File: src/rtl/stack_engine_if.sv
// Command, response and memory-bus bundle for stack_engine.
// slave: the engine side. master: the client driving commands and serving memory.
interface stack_engine_if #(
  parameter int DATA_W = 16,
  parameter int ADDR_W = 16
);
  logic              cmd_valid;
  logic              cmd_ready;
  logic [1:0]        cmd_op;
  logic [DATA_W-1:0] cmd_data;
  logic              rsp_valid;
  logic [DATA_W-1:0] rsp_data;
  logic              rsp_err;
  logic [ADDR_W-1:0] mem_addr;
  logic [DATA_W-1:0] mem_wdata;
  logic              mem_r;
  logic              mem_w;
  logic [DATA_W-1:0] mem_rdata;
  logic              mem_ready;

  modport slave (
    input  cmd_valid, cmd_op, cmd_data, mem_rdata, mem_ready,
    output cmd_ready, rsp_valid, rsp_data, rsp_err,
           mem_addr, mem_wdata, mem_r, mem_w
  );

  modport master (
    output cmd_valid, cmd_op, cmd_data, mem_rdata, mem_ready,
    input  cmd_ready, rsp_valid, rsp_data, rsp_err,
           mem_addr, mem_wdata, mem_r, mem_w
  );
endinterface

File: src/rtl/stack_engine.sv
// Stack sequencer: owns the stack pointer, runs PUSH/POP/PEEK/DROP one at a
// time over a ready-handshaked memory bus and reports completion/errors.
// Optional build macro STACK_ENGINE_TIMEOUT_EN adds an ACCESS wait-state bound.
//
// state  | meaning
// IDLE   | ready for a command or an sp_load
// ACCESS | memory request held until mem_ready (or timeout)
// DONE   | one-cycle rsp_valid pulse
module stack_engine #(
  parameter int                DATA_W         = 16,
  parameter int                ADDR_W         = 16,
  parameter logic [ADDR_W-1:0] SP_INIT        = ADDR_W'(16'h07FF),
  parameter logic [ADDR_W-1:0] SP_LIMIT       = ADDR_W'(16'h0700),
  parameter int                TIMEOUT_CYCLES = 255
) (
  input  logic              clk,
  input  logic              reset_n,
  stack_engine_if.slave     bus,
  output logic [ADDR_W-1:0] sp,
  input  logic              sp_load,
  input  logic [ADDR_W-1:0] sp_load_val,
  output logic              overflow,
  output logic              underflow,
  output logic              timeout
);

  localparam logic [1:0] S_IDLE   = 2'd0;
  localparam logic [1:0] S_ACCESS = 2'd1;
  localparam logic [1:0] S_DONE   = 2'd2;

  localparam logic [1:0] OP_PUSH = 2'b00;
  localparam logic [1:0] OP_POP  = 2'b01;
  localparam logic [1:0] OP_PEEK = 2'b10;
  localparam logic [1:0] OP_DROP = 2'b11;

  logic [1:0]        state_q, state_d;
  logic [1:0]        op_q, op_d;
  logic [ADDR_W-1:0] sp_q, sp_d;
  logic [ADDR_W-1:0] mem_addr_q, mem_addr_d;
  logic [DATA_W-1:0] mem_wdata_q, mem_wdata_d;
  logic              mem_r_q, mem_r_d;
  logic              mem_w_q, mem_w_d;
  logic              rsp_valid_q, rsp_valid_d;
  logic              rsp_err_q, rsp_err_d;
  logic [DATA_W-1:0] rsp_data_q, rsp_data_d;
  logic              ovf_q, ovf_d;
  logic              unf_q, unf_d;

`ifdef STACK_ENGINE_TIMEOUT_EN
  localparam int CNT_W = (TIMEOUT_CYCLES < 2) ? 1 : $clog2(TIMEOUT_CYCLES);
  logic [CNT_W-1:0] cnt_q, cnt_d;
  logic             tmo_q, tmo_d;
`else
  logic unused_timeout_cfg;
  assign unused_timeout_cfg = (TIMEOUT_CYCLES == 0);
`endif

  logic push_ok, pop_ok;
  assign push_ok = (sp_q >= SP_LIMIT);
  assign pop_ok  = (sp_q < SP_INIT);

  // Next-state and datapath decisions for all registers.
  always_comb begin
    state_d     = state_q;
    op_d        = op_q;
    sp_d        = sp_q;
    mem_addr_d  = mem_addr_q;
    mem_wdata_d = mem_wdata_q;
    mem_r_d     = mem_r_q;
    mem_w_d     = mem_w_q;
    rsp_valid_d = 1'b0;
    rsp_err_d   = rsp_err_q;
    rsp_data_d  = rsp_data_q;
    ovf_d       = ovf_q;
    unf_d       = unf_q;
`ifdef STACK_ENGINE_TIMEOUT_EN
    cnt_d       = cnt_q;
    tmo_d       = tmo_q;
`endif
    case (state_q)
      S_IDLE: begin
        if (sp_load) begin
          sp_d = sp_load_val;
        end else if (bus.cmd_valid) begin
          op_d = bus.cmd_op;
`ifdef STACK_ENGINE_TIMEOUT_EN
          cnt_d = CNT_W'(TIMEOUT_CYCLES - 1);
`endif
          case (bus.cmd_op)
            OP_PUSH: begin
              if (push_ok) begin
                state_d     = S_ACCESS;
                mem_addr_d  = sp_q;
                mem_wdata_d = bus.cmd_data;
                mem_w_d     = 1'b1;
              end else begin
                ovf_d       = 1'b1;
                state_d     = S_DONE;
                rsp_valid_d = 1'b1;
                rsp_err_d   = 1'b1;
              end
            end
            OP_POP, OP_PEEK: begin
              if (pop_ok) begin
                state_d    = S_ACCESS;
                mem_addr_d = sp_q + ADDR_W'(1);
                mem_r_d    = 1'b1;
              end else begin
                unf_d       = 1'b1;
                state_d     = S_DONE;
                rsp_valid_d = 1'b1;
                rsp_err_d   = 1'b1;
              end
            end
            default: begin
              // DROP never touches memory
              state_d     = S_DONE;
              rsp_valid_d = 1'b1;
              if (pop_ok) begin
                sp_d      = sp_q + ADDR_W'(1);
                rsp_err_d = 1'b0;
              end else begin
                unf_d     = 1'b1;
                rsp_err_d = 1'b1;
              end
            end
          endcase
        end
      end
      S_ACCESS: begin
        if (bus.mem_ready) begin
          mem_r_d     = 1'b0;
          mem_w_d     = 1'b0;
          state_d     = S_DONE;
          rsp_valid_d = 1'b1;
          rsp_err_d   = 1'b0;
          case (op_q)
            OP_PUSH: sp_d = sp_q - ADDR_W'(1);
            OP_POP: begin
              sp_d       = sp_q + ADDR_W'(1);
              rsp_data_d = bus.mem_rdata;
            end
            default: rsp_data_d = bus.mem_rdata;
          endcase
`ifdef STACK_ENGINE_TIMEOUT_EN
        end else if (cnt_q == '0) begin
          mem_r_d     = 1'b0;
          mem_w_d     = 1'b0;
          state_d     = S_DONE;
          rsp_valid_d = 1'b1;
          rsp_err_d   = 1'b1;
          tmo_d       = 1'b1;
        end else begin
          cnt_d = cnt_q - CNT_W'(1);
`endif
        end
      end
      S_DONE: begin
        state_d   = S_IDLE;
        rsp_err_d = 1'b0;
      end
      default: begin
        state_d = S_IDLE;
        mem_r_d = 1'b0;
        mem_w_d = 1'b0;
      end
    endcase
  end

  // State and output registers; reset drops any in-flight request at once.
  always_ff @(posedge clk or negedge reset_n) begin
    if (!reset_n) begin
      state_q     <= S_IDLE;
      op_q        <= OP_PUSH;
      sp_q        <= SP_INIT;
      mem_addr_q  <= '0;
      mem_wdata_q <= '0;
      mem_r_q     <= 1'b0;
      mem_w_q     <= 1'b0;
      rsp_valid_q <= 1'b0;
      rsp_err_q   <= 1'b0;
      rsp_data_q  <= '0;
      ovf_q       <= 1'b0;
      unf_q       <= 1'b0;
`ifdef STACK_ENGINE_TIMEOUT_EN
      cnt_q       <= '0;
      tmo_q       <= 1'b0;
`endif
    end else begin
      state_q     <= state_d;
      op_q        <= op_d;
      sp_q        <= sp_d;
      mem_addr_q  <= mem_addr_d;
      mem_wdata_q <= mem_wdata_d;
      mem_r_q     <= mem_r_d;
      mem_w_q     <= mem_w_d;
      rsp_valid_q <= rsp_valid_d;
      rsp_err_q   <= rsp_err_d;
      rsp_data_q  <= rsp_data_d;
      ovf_q       <= ovf_d;
      unf_q       <= unf_d;
`ifdef STACK_ENGINE_TIMEOUT_EN
      cnt_q       <= cnt_d;
      tmo_q       <= tmo_d;
`endif
    end
  end

  // sp_load blocks acceptance combinationally so the load always wins.
  assign bus.cmd_ready = (state_q == S_IDLE) && !sp_load;
  assign bus.rsp_valid = rsp_valid_q;
  assign bus.rsp_err   = rsp_err_q;
  assign bus.rsp_data  = rsp_data_q;
  assign bus.mem_addr  = mem_addr_q;
  assign bus.mem_wdata = mem_wdata_q;
  assign bus.mem_r     = mem_r_q;
  assign bus.mem_w     = mem_w_q;
  assign sp            = sp_q;
  assign overflow      = ovf_q;
  assign underflow     = unf_q;
`ifdef STACK_ENGINE_TIMEOUT_EN
  assign timeout       = tmo_q;
`else
  assign timeout       = 1'b0;
`endif

endmodule

File: src/flat_wrapper.sv
// flat-port wrapper written by rule: the top's interface ports become plain ports
module stack_engine_flat 
#(
  parameter int                DATA_W         = 16,
  parameter int                ADDR_W         = 16,
  parameter logic [ADDR_W-1:0] SP_INIT        = ADDR_W'(16'h07FF),
  parameter logic [ADDR_W-1:0] SP_LIMIT       = ADDR_W'(16'h0700),
  parameter int                TIMEOUT_CYCLES = 255
)
  (clk, reset_n, sp, sp_load, sp_load_val, overflow, underflow, timeout, bus_cmd_valid, bus_cmd_op, bus_cmd_data, bus_mem_rdata, bus_mem_ready, bus_cmd_ready, bus_rsp_valid, bus_rsp_data, bus_rsp_err, bus_mem_addr, bus_mem_wdata, bus_mem_r, bus_mem_w);
  stack_engine_if #(.DATA_W(DATA_W), .ADDR_W(ADDR_W)) bus_i ();
  input  logic clk;
  input  logic reset_n;
  output logic [ADDR_W-1:0] sp;
  input  logic sp_load;
  input  logic [ADDR_W-1:0] sp_load_val;
  output logic overflow;
  output logic underflow;
  output logic timeout;
  input wire logic [$bits(bus_i.cmd_valid)-1:0] bus_cmd_valid;
  input wire logic [$bits(bus_i.cmd_op)-1:0] bus_cmd_op;
  input wire logic [$bits(bus_i.cmd_data)-1:0] bus_cmd_data;
  input wire logic [$bits(bus_i.mem_rdata)-1:0] bus_mem_rdata;
  input wire logic [$bits(bus_i.mem_ready)-1:0] bus_mem_ready;
  output wire logic [$bits(bus_i.cmd_ready)-1:0] bus_cmd_ready;
  output wire logic [$bits(bus_i.rsp_valid)-1:0] bus_rsp_valid;
  output wire logic [$bits(bus_i.rsp_data)-1:0] bus_rsp_data;
  output wire logic [$bits(bus_i.rsp_err)-1:0] bus_rsp_err;
  output wire logic [$bits(bus_i.mem_addr)-1:0] bus_mem_addr;
  output wire logic [$bits(bus_i.mem_wdata)-1:0] bus_mem_wdata;
  output wire logic [$bits(bus_i.mem_r)-1:0] bus_mem_r;
  output wire logic [$bits(bus_i.mem_w)-1:0] bus_mem_w;
  assign bus_i.cmd_valid = bus_cmd_valid;
  assign bus_i.cmd_op = bus_cmd_op;
  assign bus_i.cmd_data = bus_cmd_data;
  assign bus_i.mem_rdata = bus_mem_rdata;
  assign bus_i.mem_ready = bus_mem_ready;
  assign bus_cmd_ready = bus_i.cmd_ready;
  assign bus_rsp_valid = bus_i.rsp_valid;
  assign bus_rsp_data = bus_i.rsp_data;
  assign bus_rsp_err = bus_i.rsp_err;
  assign bus_mem_addr = bus_i.mem_addr;
  assign bus_mem_wdata = bus_i.mem_wdata;
  assign bus_mem_r = bus_i.mem_r;
  assign bus_mem_w = bus_i.mem_w;
  stack_engine #(.DATA_W(DATA_W), .ADDR_W(ADDR_W), .SP_INIT(SP_INIT), .SP_LIMIT(SP_LIMIT), .TIMEOUT_CYCLES(TIMEOUT_CYCLES)) u_core (.clk(clk), .reset_n(reset_n), .bus(bus_i), .sp(sp), .sp_load(sp_load), .sp_load_val(sp_load_val), .overflow(overflow), .underflow(underflow), .timeout(timeout));
endmodule
File: config.mk
export PLATFORM = sky130hd
export DESIGN_NAME = stack_engine_flat
export DESIGN_NICKNAME = d
export VERILOG_FILES = /design/src/rtl/stack_engine_if.sv /design/src/rtl/stack_engine.sv /design/src/flat_wrapper.sv
export SDC_FILE = /design/constraint.sdc
export NUM_CORES = 1
export LEC_CHECK = 0
export CAP_MARGIN = 5
export CORE_AREA = 2 2 104 106
export DETAILED_ROUTE_END_ITERATION = 6
export DIE_AREA = 0 0 106 108
export PLACE_DENSITY = 0.76
export SKIP_CTS_REPAIR_TIMING = 1
export SYNTH_ARGS = -nofsm -noshare
export SYNTH_HDL_FRONTEND = slang
export SYNTH_SLANG_ARGS = --single-unit
File: constraint.sdc
create_clock -name clk -period 2.18 [get_ports clk]
set_input_delay 0.436 -clock clk [delete_from_list [all_inputs] [get_ports clk]]
set_output_delay 0.436 -clock clk [all_outputs]
set_load 0.005 [all_outputs]
==> results of run 1 <==
==> worst max-delay path, delay by kind of cell, from the launching register on <==
kind,cells,cell delay (ns)
adder cells (fa/ha/maj),1,0.16
buffers and inverters,1,0.19
flip-flops,1,0.57
AND/OR/NAND/NOR,3,0.54
AO/OA/AOI/OAI,1,0.23
multiplexers,1,0.34
==> cell usage after synthesis (10+ instances only) <==
library cell | instances | area share [%]
a21oi_1 | 20 | 2.3
a31oi_1 | 10 | 1.4
buf_2 | 12 | 1.4
clkbuf_1 | 20 | 1.7
dfrtp_1 | 63 | 36
dfstp_2 | 11 | 6.5
inv_1 | 14 | 1.2
mux2_2 | 32 | 8.1
nand2_1 | 25 | 2.1
nand3_1 | 20 | 2.3
nor2_1 | 28 | 2.4
nor3_1 | 15 | 1.7
nor4_1 | 10 | 1.4
o21ai_0 | 10 | 1.1
==> sequential cells by signal, indices dropped and copies added (netlist names), 2 cells and up <==
| register | cells |
|---|---|
| u_core.bus.mem_addr | 16 |
| u_core.op_q | 2 |
| u_core.bus.rsp_data | 16 |
| u_core.bus.mem_wdata | 16 |
| u_core.sp | 16 |
| u_core.state_q | 2 |
==> cells in the final DEF, fill, tap and decap left out, drive strengths merged, types with 6 or more instances in the layout <==
master / netlist / routed
a21oi: 20 / 20
a22o: 7 / 7
a31oi: 10 / 10
and3: 6 / 6
buf: 19 / 83
clkbuf: 20 / 10
clkdlybuf4s50: 0 / 123
dfrtp: 63 / 63
dfstp: 11 / 11
ha: 9 / 9
inv: 14 / 15
mux2: 39 / 39
nand2: 25 / 25
nand3: 21 / 21
nand4: 7 / 7
nor2: 28 / 28
nor3: 16 / 16
nor4: 10 / 10
o21ai: 14 / 14
o22ai: 8 / 8
xnor2: 8 / 8
==> cell families (layout without fill, tap and decap cells) <==
family                     Yosys count  in the layout
and+or+nand+nor                    144            144
AOI/OAI and AO/OA                  109            109
DFF                                 74             74
buffers and inverters               54            238
muxes                               42             42
xor gates and xnor gates            12             12
adders and majority gates            9              9
other                                1              1
==> per-layer routing <==
layer | vias up | global-route usage [%] | share of wire (%)
li1 | 2005 | - | -
met5 | - | 0 | 0
met1 | 2154 | 34.1 | 40
met3 | 31 | 3.44 | 6.9
met2 | 235 | 42.2 | 51
met4 | 0 | 9.12 | 2.2
==> worst max path at each step <==
stage                                 start                 endpoint  slack [ns]
after floorplan                u_core.sp[1]  u_core.bus.mem_addr[11]       -0.10
after global placement        bus_cmd_op[0]   u_core.bus.mem_addr[1]       -0.10
after detailed placement      bus_cmd_op[0]             u_core.sp[0]       -0.15
after CTS                 u_core.state_q[0]            bus_cmd_ready       -0.16
after global routing           u_core.sp[8]            u_core.sp[15]       -0.03
final                          u_core.sp[1]       u_core.bus.rsp_err        0.02
==> layout make-up <==
cell class | count | area share (%)
Inverter | 15 | 0.852
Tap cell | 136 | 2.57
Clock inverter | 6 | 1.00
Timing Repair Buffer | 207 | 29.0
Clock buffer | 10 | 1.93
Multi-Input combinational cell | 317 | 36.4
Sequential cell | 74 | 28.2
==> power groups by stage <==
stage	combinational, mW	sequential [mW]	clock [mW]
floorplan	2.55	2.58	0
global placement	5.09	2.53	0
detailed placement	5.20	2.56	0
CTS	5.24	2.54	1.11
global route	5.89	2.63	1.18
finish	5.53	2.55	1.09
==> impl_metrics.json, run 1 <==
{
  "synth_compound_area_share_pct": 18.1,
  "final_core_util_pct": 64.6,
  "rows": 37,
  "yosys_warnings": 0,
  "port_buffers": 125,
  "chipHeight_um": 108,
  "leakagePower_nw": 2.75,
  "end_kind": "register",
  "arrival_ns": 2.41,
  "fin_cells": 765,
  "fin_crit_sh_pct": 99.1,
  "synth_cells": 445,
  "yosys.area_share.xor_xnor_pct": 2.38,
  "holdCritPathClass": "in2async",
  "numCtsBuffers": 9,
  "synthesis.area_um2": 4420,
  "clk_pin_slew_worst_paths_ns": 0.09,
  "clk_latency_ns": 0.37,
  "fmax_mhz": 463,
  "total_power_mw": 9.17,
  "start_util_pct": 43.2,
  "synth_fa_ha_area_share_pct": 2.55,
  "place.gp.congestion": 0.906,
  "synth-seq-area-share_pct": 42.2,
  "diodes": 0,
  "critical_path_class": "reg2reg",
  "period_needed_ns": 2.16,
  "cap_violations": 0,
  "die_x_um": 106,
  "seq_area_um2": 1870,
  "whs_ns": -0.0123,
  "netlist-cell-type-count": 72,
  "crit_slowest_cell": "dfstp_2",
  "cts.path.max_buffers": 2,
  "path_cells": "ha_4 -> nand4_4 -> or3_1 -> buf_4 -> a32oi_2 -> nand3b_1 -> mux2_1",
  "dp_slack_ns": -0.152,
  "vias": 4425,
  "place_area_um2": 6250,
  "synth_top_family_by_area": "compound AO/OA/AOI/OAI gates",
  "wire_per_inst_um": 19.0,
  "drv_slew": 0,
  "synth-main-ff-cell": "dfrtp_1",
  "muxShareOfSynthArea_pct": 11.0,
  "drc": 0,
  "power.net_switching_mw": 3.52,
  "die_area_um2": 11400,
  "reg2regPathDepth": 7,
  "grt_pass1_vias": 4329,
  "cp_max_fo": 10,
  "status": "finished with violations",
  "antenna_found_initial": 0,
  "rr_endpoint": "u_core.bus.rsp_err",
  "p_seq_share_pct": 27.8,
  "ys_ff_latch": 74,
  "cpPeakStageDelay_ns": 0.57,
  "cp.required_ns": 2.43,
  "swShare_pct": 38.4,
  "avgSynthCellArea_um2": 9.94,
  "dp_cells": 743,
  "fin_skew_ns": 0.0109,
  "ios": 127,
  "cts_num_sinks": 74,
  "violations": "hold timing",
  "ir_drop_mv": 0.633,
  "fill_cells": 805,
  "cts_tree": "yes",
  "syn_to_final_growth_pct": 49.5,
  "clkPwrFrac_pct": 11.9,
  "setup_ws_ns": 0.0186,
  "finalSetupTns_ns": 0,
  "post-dp-hpwl_um": 10700,
  "synth_edf_count": 0,
  "core-area_um2": 10200,
  "synth.net_count": 509,
  "gr-total-overflow": 0,
  "worstSetupStartpointType": "register",
  "htreeDepth": 3,
  "pwr_density_cell_nw_per_um2": 1390,
  "final_cell_area_um2": 6610,
  "multi_input_area_um2": 2410,
  "drt-initial-drc-count": 464,
  "hold_viol": 5,
  "vias_per_cell": 5.78,
  "cts.root.buffer_cell": "clkbuf_8",
  "ant_nets": 0,
  "r2r_setup_slack_ns": 0.02,
  "setup_viol": 0,
  "totalWireLength_um": 14500,
  "r2r_start": "u_core.sp[1]",
  "grt_start_max_net_pins": 33,
  "final_nets": 688,
  "comb_power_share_pct": 60.3,
  "groute.usage.overall_pct": 25.4,
  "async_flop_share_pct": 100,
  "grt_pass1_wl_um": 22700,
  "synth-simple-area-share_pct": 17.8,
  "drtPass1Iterations": 5,
  "p_int_mw": 5.65,
  "drive_gt1_share_pct": 27.8
}
(Power assumes the default switching activity.)
==> run 2, diff against run 1 <==
SETUP_SLACK_MARGIN = 0.2   (was not set)
==> run 2 against run 1 <==
The run ends with setup timing left. Core utilization grew 6.2 points. Combinational power grew 18%. Register-to-register slack lost 0.02 ns. Sequential power grew 4%. Clock power grew 6%. Worst hold slack gained 0.060 ns. Die area is the same. Clock-buffer cell count shrank 1. Sequential cell count is the same. Critical path type unchanged. Largest cell class unchanged.
==> impl_metrics.json, run 2 (synthesis results as in run 1) <==
{
  "cts_tree": "yes",
  "start_util_pct": 43.2,
  "numCtsBuffers": 9,
  "wire_per_inst_um": 19.8,
  "final_core_util_pct": 70.8,
  "arrival_ns": 2.47,
  "cts.root.buffer_cell": "clkbuf_8",
  "diodes": 0,
  "cp.required_ns": 2.46,
  "p_int_mw": 6.36,
  "vias_per_cell": 5.81,
  "final_nets": 721,
  "fin_crit_sh_pct": 100,
  "violations": "setup timing",
  "vias": 4633,
  "grt_pass1_wl_um": 23100,
  "leakagePower_nw": 3.15,
  "drt-initial-drc-count": 491,
  "clk_latency_ns": 0.36,
  "port_buffers": 125,
  "syn_to_final_growth_pct": 63.9,
  "antenna_found_initial": 0,
  "power.net_switching_mw": 3.99,
  "ios": 127,
  "p_seq_share_pct": 25.7,
  "critical_path_class": "reg2reg",
  "tightest_slew_ns": 0.514,
  "path_cells": "or4_4 -> o31ai_4 -> nand3_4 -> or4_4 -> nand3_2",
  "place_area_um2": 6320,
  "ant_nets": 0,
  "setup_ws_ns": -0.00486,
  "die_area_um2": 11400,
  "comb_power_share_pct": 63.2,
  "chipHeight_um": 108,
  "cap_violations": 0,
  "hold_viol": 0,
  "fin_skew_ns": 0.0177,
  "cpPeakStageDelay_ns": 0.60,
  "post-dp-hpwl_um": 10700,
  "die_x_um": 106,
  "final_common_cell": "clkdlybuf4s50_1",
  "ir_drop_mv": 0.626,
  "grt_start_max_net_pins": 40,
  "swShare_pct": 38.6,
  "fmax_mhz": 458,
  "place.gp.congestion": 0.916,
  "totalWireLength_um": 15800,
  "htreeDepth": 3,
  "drive_gt1_share_pct": 37.0,
  "holdCritPathClass": "in2async",
  "rsz0062_at_grt": "true",
  "drv_slew": 0,
  "status": "finished with violations",
  "slew_headroom_pct": 65.7,
  "clk_pin_slew_worst_paths_ns": 0.10,
  "gr-total-overflow": 0,
  "core-area_um2": 10200,
  "end_kind": "register",
  "grt_pass1_vias": 4428,
  "worstSetupStartpointType": "register",
  "crit_slowest_cell": "or4_4",
  "drtPass1Iterations": 5,
  "cts_num_sinks": 74,
  "rows": 37,
  "setup_viol": 1,
  "cp_max_fo": 6,
  "cpMostUsedCell": "or4_4",
  "period_needed_ns": 2.18,
  "drc": 0,
  "final_cell_area_um2": 7250,
  "layout.cells.most_common_list": "113 x clkdlybuf4s50_1, 92 x buf_4, 60 x dfrtp_1",
  "clkPwrFrac_pct": 11.1,
  "groute.usage.overall_pct": 25.7,
  "cts.path.max_buffers": 2,
  "pwr_density_cell_nw_per_um2": 1430
}
-- run 2: cell types whose count changed in the layout (fill, tap and decap cells not counted), moves of 4 or more --
cell	delta
buf_4	+15
clkdlybuf4s50_1	-10
dlymetal6s2s_1	+10
buf_6	+7
buf_8	+7
a21oi_1	-5
a21oi_2	+4
nor2_1	-4
-- run 2: power by group through the flow --
| stage | Combinational [mW] | Sequential [mW] | Clock [mW] |
|---|---|---|---|
| floorplan | 2.60 | 2.59 | 0 |
| global placement | 5.10 | 2.57 | 0 |
| detailed placement | 5.20 | 2.61 | 0 |
| CTS | 5.23 | 2.60 | 1.15 |
| global route | 6.94 | 2.73 | 1.21 |
| finish | 6.54 | 2.65 | 1.15 |
-- run 2: path summary, 6_finish.rpt --
kind | from | end | slack, ns | cells after the start
worst max-delay path | u_core.sp[14] | u_core.sp[12] | -0.005 | 5
worst min-delay path | reset_n | u_core.bus.mem_addr[7] | 0.05 | 1
worst max register to register | u_core.sp[14] | u_core.sp[12] | -0.005 | 5
worst min register to register | u_core.underflow | u_core.underflow | 0.48 | 1
max in group asynchronous | reset_n | u_core.bus.mem_wdata[3] | 1.54 | 2
min in group clk | u_core.underflow | u_core.underflow | 0.48 | 1
-- run 2: cell type report --
class                           instances  area (um^2)
Tap cell                              136          170
Inverter                               15         56.3
Clock inverter                          7         81.3
Fill cell                             711         2980
Clock buffer                            9          124
Sequential cell                        74         1870
Multi-Input combinational cell        317         2620
Timing Repair Buffer                  240         2330
-- run 2: metal layers --
layer  vias up  wire length (um)  global-route usage, %
met5         -                 0                      0
met4         0               429                   8.27
met3        53              1240                   3.19
met2       254              7780                   43.5
met1      2245              6350                   34.5
li1       2081                 -                      -
-- run 2: worst max-delay path, delay by kind of cell, from the launching register on --
kind             cells  cell delay, ns
flip-flops           1            0.45
AO/OA/AOI/OAI        1            0.30
AND/OR/NAND/NOR      4            1.35
-- run 2: stage by stage --
| step | power [mW] | hold WS [ns] | setup TNS, ns | setup WS, ns | std cells |
|---|---|---|---|---|---|
| after floorplan | 5.19 | 0.140 | -0.511 | -0.102 | 445 |
| after global placement | 7.67 | 0.444 | -3.39 | -0.164 | 747 |
| after detailed placement | 7.81 | 0.443 | -5.93 | -0.225 | 747 |
| after CTS | 8.98 | 0.0611 | -0.414 | -0.110 | 763 |
| after global routing | 10.9 | 0.0792 | -0.168 | -0.0533 | 798 |
| final | 10.3 | 0.0472 | -0.00486 | -0.00486 | 798 |
